`src/rtl/vga_timing_pkg.sv`:
```
// Shared types and default 640x480@60 constants for the VGA raster timing generator.
// Optional feature macro used by the top: VGA_TG_PIXEL_STROBE_EN.
package vga_timing_pkg;

  typedef enum logic [1:0] {
    PH_ACTIVE = 2'd0,
    PH_FPORCH = 2'd1,
    PH_SYNC   = 2'd2,
    PH_BPORCH = 2'd3
  } phase_e;

  localparam int CW_DEF       = 11;
  localparam int H_ACTIVE_DEF = 640;
  localparam int H_FP_DEF     = 16;
  localparam int H_SYNC_DEF   = 96;
  localparam int H_BP_DEF     = 48;
  localparam int V_ACTIVE_DEF = 480;
  localparam int V_FP_DEF     = 10;
  localparam int V_SYNC_DEF   = 2;
  localparam int V_BP_DEF     = 33;

  function automatic int axis_total(input int act, input int fp, input int syn, input int bp);
    return act + fp + syn + bp;
  endfunction

  localparam int H_TOTAL_DEF = axis_total(H_ACTIVE_DEF, H_FP_DEF, H_SYNC_DEF, H_BP_DEF);
  localparam int V_TOTAL_DEF = axis_total(V_ACTIVE_DEF, V_FP_DEF, V_SYNC_DEF, V_BP_DEF);

endpackage

```
`src/rtl/vga_axis_counter.sv`:
```
// One raster axis: ACTIVE/FPORCH/SYNC/BPORCH phase FSM with a phase counter and
// a position counter. o_wrap flags the advancing edge on the last BPORCH count.
module vga_axis_counter
  import vga_timing_pkg::*;
#(
  parameter int ACTIVE = H_ACTIVE_DEF,
  parameter int FPORCH = H_FP_DEF,
  parameter int SYNC   = H_SYNC_DEF,
  parameter int BPORCH = H_BP_DEF,
  parameter int CW     = CW_DEF
) (
  input  logic          clk,
  input  logic          rst,
  input  logic          i_adv,
  output logic [CW-1:0] o_pos,
  output logic          o_active,
  output logic          o_sync,
  output logic          o_wrap
);

  // Every phase must last at least one count, and the position must fit in CW bits.
  generate
    if (ACTIVE < 1 || FPORCH < 1 || SYNC < 1 || BPORCH < 1) begin : g_bad_len
      $error("vga_axis_counter: every phase length must be >= 1");
    end
    if (axis_total(ACTIVE, FPORCH, SYNC, BPORCH) > (1 << CW) - 1) begin : g_bad_total
      $error("vga_axis_counter: axis total does not fit in CW bits");
    end
  endgenerate

  localparam logic [CW-1:0] LEN_ACT = CW'(ACTIVE - 1);
  localparam logic [CW-1:0] LEN_FP  = CW'(FPORCH - 1);
  localparam logic [CW-1:0] LEN_SY  = CW'(SYNC - 1);
  localparam logic [CW-1:0] LEN_BP  = CW'(BPORCH - 1);

  phase_e        r_phase, w_phase_nxt;
  logic [CW-1:0] r_cnt, r_pos, w_len_m1;
  logic          w_last;

  always_comb begin
    w_len_m1 = LEN_ACT;
    case (r_phase)
      PH_FPORCH: w_len_m1 = LEN_FP;
      PH_SYNC:   w_len_m1 = LEN_SY;
      PH_BPORCH: w_len_m1 = LEN_BP;
      default:   w_len_m1 = LEN_ACT;
    endcase
  end

  assign w_last = (r_cnt == w_len_m1);

  always_comb begin
    w_phase_nxt = r_phase;
    if (i_adv && w_last) begin
      case (r_phase)
        PH_ACTIVE: w_phase_nxt = PH_FPORCH;
        PH_FPORCH: w_phase_nxt = PH_SYNC;
        PH_SYNC:   w_phase_nxt = PH_BPORCH;
        default:   w_phase_nxt = PH_ACTIVE;
      endcase
    end
  end

  always_ff @(posedge clk or posedge rst) begin
    if (rst) begin
      r_phase <= PH_ACTIVE;
      r_cnt   <= '0;
      r_pos   <= '0;
    end else if (i_adv) begin
      r_phase <= w_phase_nxt;
      r_cnt   <= w_last ? '0 : r_cnt + CW'(1);
      r_pos   <= o_wrap ? '0 : r_pos + CW'(1);
    end
  end

  always_comb begin
    o_pos    = r_pos;
    o_active = (r_phase == PH_ACTIVE);
    o_sync   = (r_phase == PH_SYNC);
    o_wrap   = i_adv && (r_phase == PH_BPORCH) && w_last;
  end

endmodule

```
`src/rtl/vga_timing_gen.sv`:
```
// VGA raster timing generator: registered hsync/vsync/de, x/y and line/frame strobes.
// Define VGA_TG_PIXEL_STROBE_EN to add pix_ce and advance only on strobed edges.
module vga_timing_gen
  import vga_timing_pkg::*;
#(
  parameter int   H_ACTIVE   = H_ACTIVE_DEF,
  parameter int   H_FP       = H_FP_DEF,
  parameter int   H_SYNC     = H_SYNC_DEF,
  parameter int   H_BP       = H_BP_DEF,
  parameter int   V_ACTIVE   = V_ACTIVE_DEF,
  parameter int   V_FP       = V_FP_DEF,
  parameter int   V_SYNC     = V_SYNC_DEF,
  parameter int   V_BP       = V_BP_DEF,
  parameter logic H_SYNC_POL = 1'b0,
  parameter logic V_SYNC_POL = 1'b0,
  parameter int   CW         = CW_DEF
) (
`ifdef VGA_TG_PIXEL_STROBE_EN
  input  logic          pix_ce,
`endif
  input  logic          clk,
  input  logic          rst,
  output logic          hsync,
  output logic          vsync,
  output logic          de,
  output logic [CW-1:0] x,
  output logic [CW-1:0] y,
  output logic          line_start,
  output logic          frame_start
);

  logic          w_adv, w_h_wrap, w_v_adv;
  logic          w_h_act, w_h_sync, w_v_act, w_v_sync;
  logic [CW-1:0] w_h_pos, w_v_pos;

`ifdef VGA_TG_PIXEL_STROBE_EN
  assign w_adv = pix_ce;
`else
  assign w_adv = 1'b1;
`endif

  assign w_v_adv = w_adv & w_h_wrap;

  vga_axis_counter #(
    .ACTIVE(H_ACTIVE), .FPORCH(H_FP), .SYNC(H_SYNC), .BPORCH(H_BP), .CW(CW)
  ) u_h (
    .clk(clk), .rst(rst), .i_adv(w_adv),
    .o_pos(w_h_pos), .o_active(w_h_act), .o_sync(w_h_sync), .o_wrap(w_h_wrap)
  );

  vga_axis_counter #(
    .ACTIVE(V_ACTIVE), .FPORCH(V_FP), .SYNC(V_SYNC), .BPORCH(V_BP), .CW(CW)
  ) u_v (
    .clk(clk), .rst(rst), .i_adv(w_v_adv),
    .o_pos(w_v_pos), .o_active(w_v_act), .o_sync(w_v_sync), .o_wrap()
  );

  logic          r_hsync, r_vsync, r_de, r_line_start, r_frame_start;
  logic [CW-1:0] r_x, r_y;

  // Outputs show the counter state of the previous advancing edge.
  always_ff @(posedge clk or posedge rst) begin
    if (rst) begin
      r_hsync       <= ~H_SYNC_POL;
      r_vsync       <= ~V_SYNC_POL;
      r_de          <= 1'b0;
      r_x           <= '0;
      r_y           <= '0;
      r_line_start  <= 1'b0;
      r_frame_start <= 1'b0;
    end else if (w_adv) begin
      r_hsync       <= w_h_sync ? H_SYNC_POL : ~H_SYNC_POL;
      r_vsync       <= w_v_sync ? V_SYNC_POL : ~V_SYNC_POL;
      r_de          <= w_h_act & w_v_act;
      r_x           <= w_h_pos;
      r_y           <= w_v_pos;
      r_line_start  <= (w_h_pos == '0);
      r_frame_start <= (w_h_pos == '0) && (w_v_pos == '0);
    end
  end

  assign hsync       = r_hsync;
  assign vsync       = r_vsync;
  assign de          = r_de;
  assign x           = r_x;
  assign y           = r_y;
  assign line_start  = r_line_start;
  assign frame_start = r_frame_start;

endmodule
```
`config.mk`:
```
export PLATFORM = sky130hd
export DESIGN_NAME = vga_timing_gen
export DESIGN_NICKNAME = d
export VERILOG_FILES = /design/src/rtl/vga_timing_pkg.sv /design/src/rtl/vga_axis_counter.sv /design/src/rtl/vga_timing_gen.sv
export SDC_FILE = /design/constraint.sdc
export NUM_CORES = 1
export LEC_CHECK = 0
export ABC_CLOCK_PERIOD_IN_PS = 4210
export CORE_MARGIN = 2
export CORE_UTILIZATION = 57
export DETAILED_ROUTE_END_ITERATION = 6
export PLACE_DENSITY = 0.77
export SLEW_MARGIN = 40
export SYNTH_ARGS = -nofsm -noshare
export SYNTH_HDL_FRONTEND = slang
export SYNTH_HIERARCHICAL = 1
export SYNTH_SLANG_ARGS = --single-unit
```
`constraint.sdc`:
```
create_clock -name clk -period 4.21 [get_ports clk]
set_input_delay 0.421 -clock clk [delete_from_list [all_inputs] [get_ports clk]]
set_output_delay 0.421 -clock clk [all_outputs]
set_load 0.1 [all_outputs]
```
[Word level (Yosys, flattened, before mapping)]
Index checks and enable logic that the tools add are counted.
Cells by class
  add/subtract/negate cells: 4
  bitwise gates (word level): 1
  reductions and logical operators: 10
  mux-type cells: 10
  equality and inequality tests: 8
Operators by type and width (number)
  adder 11 x 1 -> 11 bit (second input constant): 4
  two-way mux 11 bit: 4
  one-hot mux 10 bit (3 select lines): 1
  one-hot mux 9 bit (3 select lines): 1
  logical NOT 11 bit: 2
  one-hot mux 2 bit (3 select lines): 2
  == test 11 x 10 -> 1 bit: 1
  == test 11 x 9 -> 1 bit: 1
  == test 2 bit (second input constant): 4
  logical AND 1 bit: 5
  == test 2 x 1 -> 1 bit (second input constant): 2
  logical NOT 2 bit: 2
  two-way mux 1 bit: 2
  AND reduction 2 bit: 1
  bitwise AND 1 bit: 1
Storage, ports and cells
  input port bits: 2
  logic and storage cells: 46
  output and inout port bits: 27
  register bits after elaboration: 75

[Depth between registers and ports, before layout]
  depth after elaboration: 7
  depth in mapped cells: 11
  mapped depth without buffers: 10

[Hierarchy]
Netlist, hierarchy kept.
Modules (own cells, without submodules)
  vga_axis_counter (u_h): area each 1350.0 sq um, times used 1, sequential area each 600.6 sq um, cells an instance 138
  vga_axis_counter (u_v): area each 1322.5 sq um, times used 1, sequential area each 600.6 sq um, cells an instance 136
  vga_timing_gen: area each 749.5 sq um, times used 1, sequential area each 678.2 sq um, cells an instance 40

[Worst setup path after synthesis]
OpenSTA, ideal clock, no wires.
  path kind: reg2reg
  start: register u_h.r_phase[0]
  end: register u_v.r_phase[1]
  arrival: 2.872 ns
  path slack: 1.213 ns
  clock period less this slack: 2.997 ns
  stages on the path, launching flop included: 10
  library setup time: 0.125 ns
  data required time: 4.085 ns
  path buffers: 0
  cells stage by stage: dfrtp_1 -> inv_1 -> ha_1 -> xnor2_1 -> or2_2 -> nor4_4 -> and3_1 -> clkinv_1 -> a2111oi_4 -> mux2_4
On the way
  word-level cells in the longest chain between the ends: 6
  elaborated cells on any way between the ends: 8
  classes of those cells: eq/ne: 4; mux: 1; reduce/logical: 3
Ends and longest elaborated chain
  from (decl): RTL line vga_axis_counter.sv:36  | phase_e r_phase, w_phase_nxt;
  from (signal assigned): RTL line vga_axis_counter.sv:70  | r_phase <= w_phase_nxt;
  == test 2 bit (tied with other cells): RTL line vga_axis_counter.sv:42, vga_axis_counter.sv:80
  one-hot mux 10 bit (3 select lines): RTL line vga_axis_counter.sv:42  | case (r_phase)
  == test 11 x 10 -> 1 bit: RTL line vga_axis_counter.sv:50  | assign w_last = (r_cnt == w_len_m1);
  logical AND 1 bit *: RTL line vga_axis_counter.sv:80  | o_wrap = i_adv && (r_phase == PH_BPORCH) && w_last;
  named net w_h_wrap: RTL line vga_timing_gen.sv:32  | logic w_adv, w_h_wrap, w_v_adv;
  logical AND 1 bit: RTL line vga_axis_counter.sv:54  | if (i_adv && w_last) begin
  AND reduction 2 bit (no line) *
  to (signal assigned): RTL line vga_axis_counter.sv:70
  to (decl): RTL line vga_axis_counter.sv:36
The timed path passes the listed nets; every way through them passes the cells marked *.
A chain may end at the register's enable or synchronous reset.

[Worst setup path in the final report]
Ends and elaborated chain as after synthesis.

==> impl_metrics.tcl <==
set metrics [dict create \
    cts.reportedPaths.clkPinSlew_ns 0.07 \
    wl_per_cell_um 14.4 \
    hp-start "u_h/o_pos[10]" \
    tightest_slew_ns 0.608 \
    worstSetupPathType "flip-flop to flip-flop" \
    worst_slack_ns 0.945 \
    layout_commonest_cell "dfrtp_1" \
    worstPathRequired_ns 4.43 \
    hold_buffers 0 \
    dr_total_vias 2383 \
    synth_seq_area_share_pct 54.9 \
    holdPathEnd "x[10]" \
    regToRegSetupSlack_ns 0.95 \
    outcome "finished, final reports clean" \
    clk_latency_ns 0.34 \
    ys_types 49 \
    worst_r2r_startpoint "u_h/r_phase[0]" \
    dr.first_iter.drc_count 135 \
    r2r_cells 9 \
    grt_use_total_pct 21.0 \
    io_buffers 28 \
    gp_congestion 0.854 \
    synthCells 314 \
    min_period_ns 3.26 \
    overflow 0 \
    yosysWarnings 6 \
    drive_above_1_share_pct 17.4 \
    io_pins 29 \
    routed_via_density 5.52 \
    cts_made_buffers 9 \
    cts_tree "done" \
    nFillCells 450 \
    rsz0062_at_grt "no" \
    drtAntennaViolNets 0 \
    initial_core_util_pct 58.5 \
    final_nets 367 \
    grt_max_degree 28 \
    layout_common_cells "73 x dfrtp_1, 28 x nor2_1, 27 x buf_2, 24 x nand2_1, 23 x xnor2_1" \
    ys_ff_latch 75 \
    hp-class "flip-flop to flip-flop" \
    skew_ns 0.00643 \
    place_hpwl_um 4280 \
    synthFlopType "dfrtp_1" \
    die_x_um 81.5 \
    layout_worst_path_cycle_share_pct 77.5 \
    clock_sinks 75 \
    hold_viol_final 0 \
    crit_arrival_ns 3.49 \
    cts_buffer_depth 2 \
    grt_pass1_wl_um 10500 \
    grt_pass1_vias 2268 \
    place_ws_ns 0.964 \
    coreArea_um2 5850 \
    drv_slew 0 \
    cap_violations 0 \
    min_path_cells 0 \
    antenna_found_initial 0 \
    ir_worst_vdd_uv 344 \
    rr_endpoint "u_v/r_phase[1]" \
    fmax_ghz 0.306 \
    cts_resized 0 \
    synth_edf_count 0 \
    crit_fanout 8 \
    register_area_um2 1880 \
    powerDensity_nw_per_um2 451 \
    die_area_um2 6640 \
    drc 0 \
    first_pass_iters 4 \
    worstSetupEndpointType "flip-flop" \
    cts-root-buf "clkbuf_8" \
    syn_to_final_growth_pct 12.0 \
    die_height_um 81.5 \
    rows 28 \
    async_flop_share_pct 100 \
    setup_violations 0 \
    syn_area_um2 3420 \
    cp-start-kind "flip-flop" \
    p_leak_uw 0.00176 \
    syn_avg_cell_area_um2 10.9 \
    routed_wirelength_um 6230 \
    tns_ns 0 \
    cp-startpoint "u_h/r_phase[0]" \
    htreeDepth 3 \
    multi_input_area_um2 1450 \
    postCtsSetupRepairBufs 0 \
    max-slew-margin-rel_pct 59.1 \
    antenna_cells 0 \
]
## report_power, final
group	switching (uW)	leakage [uW]	internal, uW	total, uW
clock	252	0.0000881	268	520
sequential	86.0	0.000979	789	875
combinational	257	0.000696	76.4	334
total	595	0.00176	1130	1730
## cell usage after synthesis, types with 2 or more instances
library cell,n,area (um2)
xnor2_1,23,201
o21ai_0,8,40.0
nand3_1,14,70.1
nand2_1,24,90.1
a21oi_1,12,60.1
nor3_1,17,85.1
and3_1,6,37.5
nor4_1,7,43.8
clkbuf_1,4,15.0
mux2i_1,3,30.0
inv_1,17,63.8
dfrtp_1,73,1830
ha_1,12,150
nand2b_1,3,18.8
nand4_1,12,75.1
dfstp_2,2,52.6
and2_1,2,12.5
o31ai_1,2,15.0
xor2_1,8,70.1
or2_2,3,18.8
nor2_1,28,105
o2bb2ai_1,6,52.6
and4_1,2,17.5
## worst max path at each step
| stage | end | slack [ns] | depth (start not counted) |
|---|---|---|---|
| final | u_v/r_phase[1] | 0.95 | 9 |
| after floorplan | u_v/r_phase[1] | 1.21 | 9 |
| after detailed placement | u_v/r_phase[1] | 0.96 | 9 |
| after global routing | u_v/r_phase[1] | 0.72 | 9 |
| after global placement | u_v/r_phase[1] | 1.03 | 9 |
| after CTS | u_v/r_phase[1] | 0.94 | 9 |
## worst max-delay path, stage by stage (launching register included)
cell and delay [ns]:
dfrtp_1 0.38, inv_1 0.09, ha_1 0.33, xnor2_1 0.16, or2_2 0.32, nor4_4 0.41
and3_1 0.25, clkinv_1 0.24, a2111oi_4 0.64, mux2_4 0.34
## kinds of logic (layout without fill, tap and decap cells)
group,after synthesis,in the layout,synth area share (%)
AND/OR/NAND/NOR,129,129,20.2
multiplexers,5,5,1.65
buffers and inverters,25,63,3.33
XOR/XNOR,31,31,7.93
flip-flops,75,75,54.9
adder cells (fa/ha/maj),12,12,4.39
other,1,6,0.110
AO/OA/AOI/OAI,36,36,7.50
## sequential cells by signal, summed over array words and instances (netlist names)
signal,count
u_h/r_phase,2
frame_start,1
de,1
u_v/r_phase,2
x,11
y,11
u_h/o_pos,11
line_start,1
hsync,1
u_v/r_cnt,11
u_v/o_pos,11
vsync,1
u_h/r_cnt,11
## metrics by stage
| stage | instance area (um2) | total power, uW | std cells | hold WS (ns) | util (%) |
|---|---|---|---|---|---|
| global route | 3830 | 1810 | 432 | 0.452 | 65.5 |
| finish | 3830 | 1730 | 432 | 0.435 | 65.5 |
| detailed placement | 3650 | 1220 | 417 | 0.419 | 62.4 |
| global placement | 3780 | 1230 | 417 | 0.411 | 64.7 |
| CTS | 3830 | 1740 | 432 | 0.436 | 65.5 |
| floorplan | 3440 | 1150 | 319 | 0.394 | - |
## cell type report
| type | instances | area share, % |
|---|---|---|
| repair buffers | 30 | 4.18 |
| well taps | 75 | 2.45 |
| inverters | 18 | 1.76 |
| multi-input cells | 219 | 37.8 |
| clock inverters | 5 | 1.44 |
| clock buffers | 10 | 3.33 |
| flip-flops and latches | 75 | 49.0 |
## layer usage
| metal | GRT usage [%] | up-vias | wire length, um |
|---|---|---|---|
| li1 | - | 1166 | - |
| met1 | 28.9 | 1149 | 2950 |
| met2 | 31.8 | 55 | 2880 |
| met3 | 4.51 | 13 | 274 |
| met4 | 10.2 | 0 | 119 |
| met5 | 0 | - | 0 |
(Power assumes the default switching activity.)
